$ cat src/rtl/temporal_neuron.sv
// Temporal neuron: integrates weighted step-no-leak spike responses over one gamma cycle and
// reports the first threshold crossing. Optional LATERAL_INHIBIT_EN adds a sticky inhibit input.
module temporal_neuron #(
  parameter int unsigned NUM_INPUTS  = 8,
  parameter int unsigned WEIGHT_W    = 3,
  parameter int unsigned POT_W       = 8,
  parameter int unsigned TIME_PERIOD = 8,
  localparam int unsigned TW = (TIME_PERIOD > 1) ? $clog2(TIME_PERIOD) : 1
) (
  input  logic                           clk,
  input  logic                           rst,
  input  logic                           start,
  input  logic                           in_valid,
`ifdef LATERAL_INHIBIT_EN
  input  logic                           inhibit,
`endif
  input  logic [NUM_INPUTS-1:0]          spike_in,
  input  logic [NUM_INPUTS*WEIGHT_W-1:0] weights,
  input  logic [POT_W-1:0]               threshold,
  output logic                           busy,
  output logic                           out_spike,
  output logic                           out_valid,
  output logic                           fired,
  output logic [TW-1:0]                  out_time,
  output logic [POT_W-1:0]               potential
);

  localparam int unsigned SumW = WEIGHT_W + $clog2(NUM_INPUTS + 1);
  localparam int unsigned AccW = ((SumW > POT_W) ? SumW : POT_W) + 1;
  localparam logic [POT_W-1:0] PotMax = {POT_W{1'b1}};
  localparam logic [TW-1:0] LastStep = TW'(TIME_PERIOD - 1);

  typedef enum logic [1:0] {StIdle, StIntegrate, StDone} state_e;

  state_e                  state_q, state_d;
  logic [POT_W-1:0]        pot_q, pot_d;
  logic [NUM_INPUTS-1:0]   mask_q, mask_d;
  logic [TW-1:0]           step_q, step_d;
  logic [POT_W-1:0]        thr_q, thr_d;
  logic                    fired_q, fired_d;
  logic [TW-1:0]           fire_time_q, fire_time_d;
  logic                    spike_q, spike_d;
  logic                    frozen;

  logic [NUM_INPUTS-1:0]   mask_n;
  logic [SumW-1:0]         inc;
  logic [AccW-1:0]         acc;
  logic [POT_W-1:0]        pot_n;

  // Step response: every input seen so far (including this step) contributes its weight.
  always_comb begin
    mask_n = mask_q | spike_in;
    inc    = '0;
    for (int unsigned i = 0; i < NUM_INPUTS; i++) begin
      if (mask_n[i]) inc = inc + SumW'(weights[i*WEIGHT_W +: WEIGHT_W]);
    end
    acc   = AccW'(pot_q) + AccW'(inc);
    pot_n = (acc > AccW'(PotMax)) ? PotMax : acc[POT_W-1:0];
  end

`ifdef LATERAL_INHIBIT_EN
  logic inhib_q, inhib_d;
  // Inhibition only bites before the neuron has fired.
  assign frozen = !fired_q && (inhib_q || inhibit);
`else
  assign frozen = 1'b0;
`endif

  always_comb begin
    state_d     = state_q;
    pot_d       = pot_q;
    mask_d      = mask_q;
    step_d      = step_q;
    thr_d       = thr_q;
    fired_d     = fired_q;
    fire_time_d = fire_time_q;
    spike_d     = 1'b0;
`ifdef LATERAL_INHIBIT_EN
    inhib_d     = inhib_q;
`endif
    unique case (state_q)
      StIdle: begin
        if (start) begin
          state_d     = StIntegrate;
          pot_d       = '0;
          mask_d      = '0;
          step_d      = '0;
          fired_d     = 1'b0;
          fire_time_d = '0;
          thr_d       = threshold;
`ifdef LATERAL_INHIBIT_EN
          inhib_d     = 1'b0;
`endif
        end
      end
      StIntegrate: begin
        if (in_valid) begin
          mask_d = mask_n;
          if (!frozen) begin
            pot_d = pot_n;
            if (!fired_q && (pot_n >= thr_q)) begin
              fired_d     = 1'b1;
              fire_time_d = step_q;
              spike_d     = 1'b1;
            end
          end
`ifdef LATERAL_INHIBIT_EN
          inhib_d = inhib_q | frozen;
`endif
          if (step_q == LastStep) begin
            state_d = StDone;
          end else begin
            step_d = step_q + TW'(1);
          end
        end
      end
      StDone:  state_d = StIdle;
      default: state_d = StIdle;
    endcase
  end

  always_ff @(posedge clk) begin
    if (rst) begin
      state_q     <= StIdle;
      pot_q       <= '0;
      mask_q      <= '0;
      step_q      <= '0;
      thr_q       <= '0;
      fired_q     <= 1'b0;
      fire_time_q <= '0;
      spike_q     <= 1'b0;
`ifdef LATERAL_INHIBIT_EN
      inhib_q     <= 1'b0;
`endif
    end else begin
      state_q     <= state_d;
      pot_q       <= pot_d;
      mask_q      <= mask_d;
      step_q      <= step_d;
      thr_q       <= thr_d;
      fired_q     <= fired_d;
      fire_time_q <= fire_time_d;
      spike_q     <= spike_d;
`ifdef LATERAL_INHIBIT_EN
      inhib_q     <= inhib_d;
`endif
    end
  end

  assign busy      = (state_q == StIntegrate);
  assign out_valid = (state_q == StDone);
  assign out_spike = spike_q;
  assign fired     = fired_q;
  assign out_time  = fired_q ? fire_time_q : LastStep;
  assign potential = pot_q;

endmodule

$ cat config.mk
export PLATFORM = sky130hd
export DESIGN_NAME = temporal_neuron
export DESIGN_NICKNAME = d
export VERILOG_FILES = /design/src/rtl/temporal_neuron.sv
export SDC_FILE = /design/constraint.sdc
export NUM_CORES = 1
export LEC_CHECK = 0
export BUFFER_PORTS_ARGS = -buffer_cell sky130_fd_sc_hd__buf_2
export CAP_MARGIN = 20
export CORE_MARGIN = 5
export CORE_UTILIZATION = 61
export DETAILED_ROUTE_END_ITERATION = 10
export PLACE_DENSITY = 0.89
export SETUP_SLACK_MARGIN = 0.5
export SLEW_MARGIN = 30
export SYNTH_ARGS = -nofsm -noshare
export SYNTH_HDL_FRONTEND = slang
export SYNTH_SLANG_ARGS = --single-unit
$ cat constraint.sdc
create_clock -name clk -period 21 [get_ports clk]
set_input_delay 3.15 -clock clk [delete_from_list [all_inputs] [get_ports clk]]
set_output_delay 3.15 -clock clk [all_outputs]
set_load 0.005 [all_outputs]
==> impl_metrics.yaml, run 1 <==
critical_path:
  worstPathMaxFanout: 7
  critPathSlowestCell: "fa_1"
  worstSetupPathType: "in2reg"
  start_kind: "input pin"
  crit_path_max_incr_delay_ps: 510
  reg2regPathDepth: 44
  endpoint_kind: "register"
  setup.worst_path.start: "spike_in[0]"
  worstPathArrival_ps: 13520
  cp_common_cell: "fa_1"
  reg2reg_to: "fire_time_q[2]"
  critPathRequiredTime_ps: 21180
  endpoint: "fire_time_q[2]"
  r2r_slack_ps: 10280
  r2r_start: "mask_q[0]"
synthesis:
  synthCells: 392
  ys_seq_elements: 34
  synthArstFlopShare_pct: 0
  synth_cell_types: 51
  synth-edff-count: 0
  synth.cell_area_um2: 3170
  synth.yosys.seq_area_share_pct: 21.5
  syn_nets: 482
  yosysWarnings: 0
  ys.flop_type: "dfxtp_1"
  synth.avg_cell_area_um2: 8.08
cts:
  cts-buffers-inserted: 5
  cts_resized: 0
  path_clk_slew_ps: 70
  clockBufferDepth: 2
  cts_setup_buffers: 0
  ctsHoldBuffers: 0
  clock_sinks: 34
  cts_tree: "done"
  cts-htree-levels: 2
  insertion_delay_ps: 290
  cts-root-buf: "clkbuf_8"
drt:
  via_per_inst: 5.71
  dr.pass1.iters: 5
  wire_per_inst_um: 13.6
  remaining_drc_errors: 0
  drtAntennaViolNets: 0
  wl_mm: 7.07
  drt_iter0_drc: 108
  num_vias: 2971
sta:
  worstMarginPinSlew_ps: 798
  finalSetupTns_ps: 0
  max_freq_mhz: 74.9
  slew_headroom_pct: 46.1
  hold_viol_final: 0
  min_period_ps: 13340
  finalSetupViolations: 0
  min_period_over_period_pct: 63.5
  drv_slew: 0
  rsz0062_at_grt: "false"
  fin_skew_ps: 6.85
power:
  powerDensity_nw_per_um2: 90.7
  worst_ir_drop_vdd_uv: 44.7
  leakage_uw: 0.00174
grt:
  grt_pass1_vias: 2870
  grt_max_degree: 28
  grt_usage_pct: 22.0
  overflow: 0
  antenna_found_initial: 0
  grt_pass1_wl_mm: 11.8
floorplan:
  start_util_pct: 62.4
  ioPinCount: 59
  coreArea_um2: 5070
  rows: 26
  dieArea_um2: 6730
  die_x_um: 82.1
  fp.dieH_um: 82.1
cells_and_area:
  layout.area.seq_um2: 681
  nFillCells: 400
  final_cells: 520
  multi_input_area_um2: 2320
  n_antenna_cell: 0
  final_net_count: 540
  layout-drive-gt1-share_pct: 18.0
  syn_to_final_growth_pct: 14.7
placement:
  port_buffers: 58
  place_congestion: 0.896
  dp_cells: 513
  dp_hpwl_mm: 5.60
outcome:
  run_status: "complete, no violations"
flow_run:
  drv_cap: 0
hold_path:
  hp-class: "reg2reg"
-- routing by layer --
layer,up-vias,routed length (um),global-route usage [%]
met1,1385,2990,23.5
met4,0,160,9.47
li1,1497,-,-
met2,73,3550,42.2
met5,-,0,0
met3,16,360,3.40
-- cell usage after synthesis (3+ instances only) --
| master | count | area share (%) |
|---|---|---|
| ha_1 | 38 | 15 |
| nor2b_1 | 12 | 2.4 |
| o22ai_1 | 4 | 0.79 |
| a21o_1 | 13 | 3.1 |
| a211o_1 | 3 | 0.83 |
| xnor2_1 | 10 | 2.8 |
| nand2b_1 | 8 | 1.6 |
| nor3_1 | 9 | 1.4 |
| mux2_4 | 7 | 3.3 |
| a32o_1 | 4 | 1.3 |
| inv_1 | 37 | 4.4 |
| nand3b_1 | 3 | 0.71 |
| clkbuf_1 | 7 | 0.83 |
| a22oi_1 | 12 | 2.8 |
| nand2_1 | 33 | 3.9 |
| mux2i_1 | 8 | 2.5 |
| a21oi_1 | 33 | 5.2 |
| o21a_1 | 4 | 0.95 |
| o21ai_0 | 12 | 1.9 |
| fa_1 | 8 | 5.1 |
| nand3_1 | 5 | 0.79 |
| dfxtp_1 | 34 | 21 |
| nor2_1 | 46 | 5.5 |
-- layout by cell type, fill, tap and decap left out, types with 5 or more instances in the layout --
| cell | instances |
|---|---|
| buf_2 | 58 |
| nor2_1 | 46 |
| ha_1 | 38 |
| inv_1 | 37 |
| dfxtp_1 | 34 |
| a21oi_1 | 33 |
| nand2_1 | 33 |
| a21o_1 | 13 |
| nor2b_1 | 12 |
| o21ai_0 | 12 |
| a22oi_1 | 12 |
| xnor2_1 | 10 |
| nor3_1 | 9 |
| mux2i_1 | 8 |
| nand2b_1 | 8 |
| fa_1 | 8 |
| mux2_4 | 7 |
| clkbuf_8 | 6 |
| nand3_1 | 5 |
-- worst min path at each step --
stage              from        to  slack [ps]  cells past startpoint
2_1_floorplan  thr_q[1]  thr_q[1]         440                      2
3_3_place_gp   thr_q[6]  thr_q[6]         450                      2
3_5_place_dp   thr_q[7]  thr_q[7]         450                      2
4_1_cts        thr_q[7]  thr_q[7]         460                      2
5_1_grt        thr_q[7]  thr_q[7]         480                      2
6_report       thr_q[7]  thr_q[7]         460                      2
-- state kept, by name, indices dropped and copies added, names as in the netlist --
register and count:
fire_time_q 3, fired 1, mask_q 8, out_spike 1
potential 8, state_q 2, step_q 3, thr_q 8
-- critical path, delay by kind of cell --
kind | cells | cell delay, ps
adder cells (fa/ha/maj) | 10 | 4030
AO/OA/AOI/OAI | 17 | 3430
AND/OR/NAND/NOR | 8 | 1310
multiplexers | 4 | 1000
buffers and inverters | 6 | 580
-- cell type report --
cell class	instances	area share [%]
clock buffer	6	2.27
clock inverter	1	0.827
inverter	37	3.82
multi-input combinational	314	63.9
sequential	34	18.7
tap	70	2.41
timing repair buffer	58	7.99
-- stage by stage --
stage / area, um2 / util, % / setup WS (ps) / hold WS [ps] / power, uW
3_5_place_dp: 3520 / 69.4 / 7430 / 449 / 266
2_1_floorplan: 3170 / - / 8630 / 436 / 225
6_report: 3630 / 71.6 / 7660 / 458 / 329
4_1_cts: 3630 / 71.6 / 7640 / 459 / 330
5_1_grt: 3630 / 71.6 / 6830 / 478 / 358
3_3_place_gp: 3520 / 69.4 / 7870 / 445 / 256
-- cells by family (layout without fill, tap and decap cells) --
family	after synthesis	in the layout	synth area share, %
AND/OR/NAND/NOR	135	135	20.4
AO/OA/AOI/OAI	101	101	21.1
adder cells (fa/ha/maj)	46	46	20.1
buffers and inverters	44	102	5.21
flip-flops	34	34	21.5
multiplexers	17	17	6.56
XOR/XNOR	15	15	5.21
-- power breakdown --
group,switching (uW),internal [uW]
combinational,104,90.5
clock,25.0,38.0
sequential,3.30,68.4
total,132,197
(Power assumes the default switching activity.)
==> run 2: changes to the inputs <==
--- a/config.mk
+++ b/config.mk
@@ -8,9 +8,9 @@
 export BUFFER_PORTS_ARGS = -buffer_cell sky130_fd_sc_hd__buf_2
 export CAP_MARGIN = 20
 export CORE_MARGIN = 5
-export CORE_UTILIZATION = 61
+export CORE_UTILIZATION = 57
 export DETAILED_ROUTE_END_ITERATION = 10
-export PLACE_DENSITY = 0.89
+export PLACE_DENSITY = 0.85
 export SETUP_SLACK_MARGIN = 0.5
 export SLEW_MARGIN = 30
 export SYNTH_ARGS = -nofsm -noshare
==> constraint.sdc (replaced) <==
create_clock -name clk -period 13.6 [get_ports clk]
set_input_delay 2.04 -clock clk [delete_from_list [all_inputs] [get_ports clk]]
set_output_delay 2.04 -clock clk [all_outputs]
set_load 0.005 [all_outputs]
==> run 2 against run 1 <==
- first-iteration DRC count is 5.6% lower
- largest cell class unchanged
- highest routed layer unchanged
- critical endpoint unchanged
- non-clock buffer count stayed put
- combinational power is 53% higher
==> impl_metrics.yaml, run 2 (same netlist as run 1, synthesis figures left out) <==
power:
  p_seq_share_pct: 22.5
  leakage_uw: 0.00173
  powerDensity_nw_per_um2: 136
  sw_frac_of_total_pct: 41.5
  power_frac_comb_pct: 60.8
  intPower_uw: 287
  p_switching_uw: 204
  worst_ir_drop_vdd_uv: 81.0
  pwr-share-clk_pct: 16.7
cells_and_area:
  finalCoreUtilization_pct: 66.6
  mostFrequentLayoutCell: "buf_2"
  layout-drive-gt1-share_pct: 18.2
  syn_to_final_growth_pct: 14.3
  mostFrequentLayoutCells: "buf_2, nor2_1, ha_1, inv_1, dfxtp_1"
  final_net_count: 540
  layout.area.seq_um2: 681
  multi_input_area_um2: 2320
  n_antenna_cell: 0
  nFillCells: 482
grt:
  grt_pass1_wl_mm: 12.0
  overflow: 0
  antenna_found_initial: 0
  grt_pass1_vias: 2856
  grt.busiest_layer: "met2"
  grt_usage_pct: 19.8
  gr-usage-met1_pct: 23.7
  use_met2_pct: 35.9
  grt_max_degree: 28
  grtUsageMet3_pct: 2.65
drt:
  dr.pass1.iters: 5
  via_per_inst: 5.59
  wire_per_inst_um: 13.3
  remaining_drc_errors: 0
  drt_iter0_drc: 102
  num_vias: 2925
  wl_mm: 6.96
  drtAntennaViolNets: 0
critical_path:
  r2r_slack_ps: 2970
  worstSetupPathType: "in2reg"
  reg2reg_to: "fire_time_q[2]"
  endpoint_kind: "register"
  start_kind: "input pin"
  worstPathMaxFanout: 7
  crit_buf_inv: 6
  reg2regPathDepth: 42
  worstPathArrival_ps: 12380
  critPathSlowestCell: "nor4b_1"
  cp_common_cell: "fa_1"
  cp_top_family: "adder cells"
  r2r_start: "mask_q[0]"
  critPathRequiredTime_ps: 13840
  crit_path_max_incr_delay_ps: 680
floorplan:
  ioPinCount: 59
  rows: 27
  die_x_um: 84.6
  fp.dieH_um: 84.6
  start_util_pct: 58.2
  dieArea_um2: 7150
  coreArea_um2: 5440
cts:
  insertion_delay_ps: 290
  cts_resized: 0
  path_clk_slew_ps: 80
  cts_setup_buffers: 0
  cts-buffers-inserted: 5
  ctsHoldBuffers: 0
  clockBufferDepth: 2
  cts_tree: "done"
  cts-htree-levels: 2
  clock_sinks: 34
  cts-root-buf: "clkbuf_8"
sta:
  hold_ws_ps: 459
  slew_headroom_pct: 46.4
  min_period_over_period_pct: 89.3
  max_freq_mhz: 82.3
  drv_slew: 0
  hold_viol_final: 0
  finalSetupViolations: 0
  rsz0062_at_grt: "false"
  fin_skew_ps: 8.89
  setup_ws_ps: 1450
  min_period_ps: 12150
  worstMarginPinSlew_ps: 792
  finalSetupTns_ps: 0
hold_path:
  hold_path_end: "thr_q[7]"
  hold_depth: 2
  hp-class: "reg2reg"
  min_from: "thr_q[7]"
placement:
  place_worst_setup_slack_ps: 1170
  port_buffers: 58
  place_congestion: 0.880
  dp_hpwl_mm: 5.67
flow_run:
  drv_cap: 0
outcome:
  run_status: "complete, no violations"
-- run 2: cell count changes in the layout (fill, tap and decap cells not counted), sizes merged --
cell	delta
bufinv	-1
clkinvlp	+1
inv	+1
-- run 2: final cells by class --
type,instances,share of cell area (%)
clock buffers,6,2.28
clock inverters,2,0.449
inverters,37,3.84
multi-input cells,314,64.1
flip-flops and latches,34,18.8
well taps,72,2.49
repair buffers,58,8.02
-- run 2: metal layers --
layer  vias to the layer above  share of wire (%)
met3                        11                3.8
met2                        59                 51
met5                         -                  0
li1                       1496                  -
met4                         0                1.2
met1                      1359                 44
-- run 2: power by group through the flow --
stage / clock network [uW] / logic, uW / registers (uW)
2_1_floorplan: 0 / 236 / 112
3_3_place_gp: 0 / 284 / 113
3_5_place_dp: 0 / 297 / 113
4_1_cts: 83.3 / 301 / 111
5_1_grt: 87.3 / 339 / 112
6_report: 81.9 / 298 / 111
-- run 2: worst reg2reg max path, delay by kind of cell, from the launching register on --
family                     cells  cell delay [ps]
adders and majority gates     10             4140
AOI/OAI and AO/OA             17             3350
muxes                          4              940
and+or+nand+nor                6             1300
buffers and inverters          5              490
DFF                            1              330
-- run 2: stage by stage --
stage               cell area, um2  power (uW)  std cells
floorplan                     3170         348        392
global placement              3520         396        515
detailed placement            3520         410        515
CTS                           3620         495        523
global route                  3620         538        523
finish                        3620         491        523
-- run 2: worst max path at each step --
stage | from | to | slack (ps) | depth (start not counted)
2_1_floorplan | spike_in[0] | fire_time_q[0] | 2340 | 44
3_5_place_dp | spike_in[0] | fire_time_q[2] | 1170 | 43
4_1_cts | spike_in[0] | fire_time_q[2] | 1470 | 43
6_report | spike_in[0] | fire_time_q[2] | 1450 | 43
5_1_grt | spike_in[0] | fire_time_q[2] | 510 | 41
3_3_place_gp | spike_in[0] | fire_time_q[1] | 1570 | 43
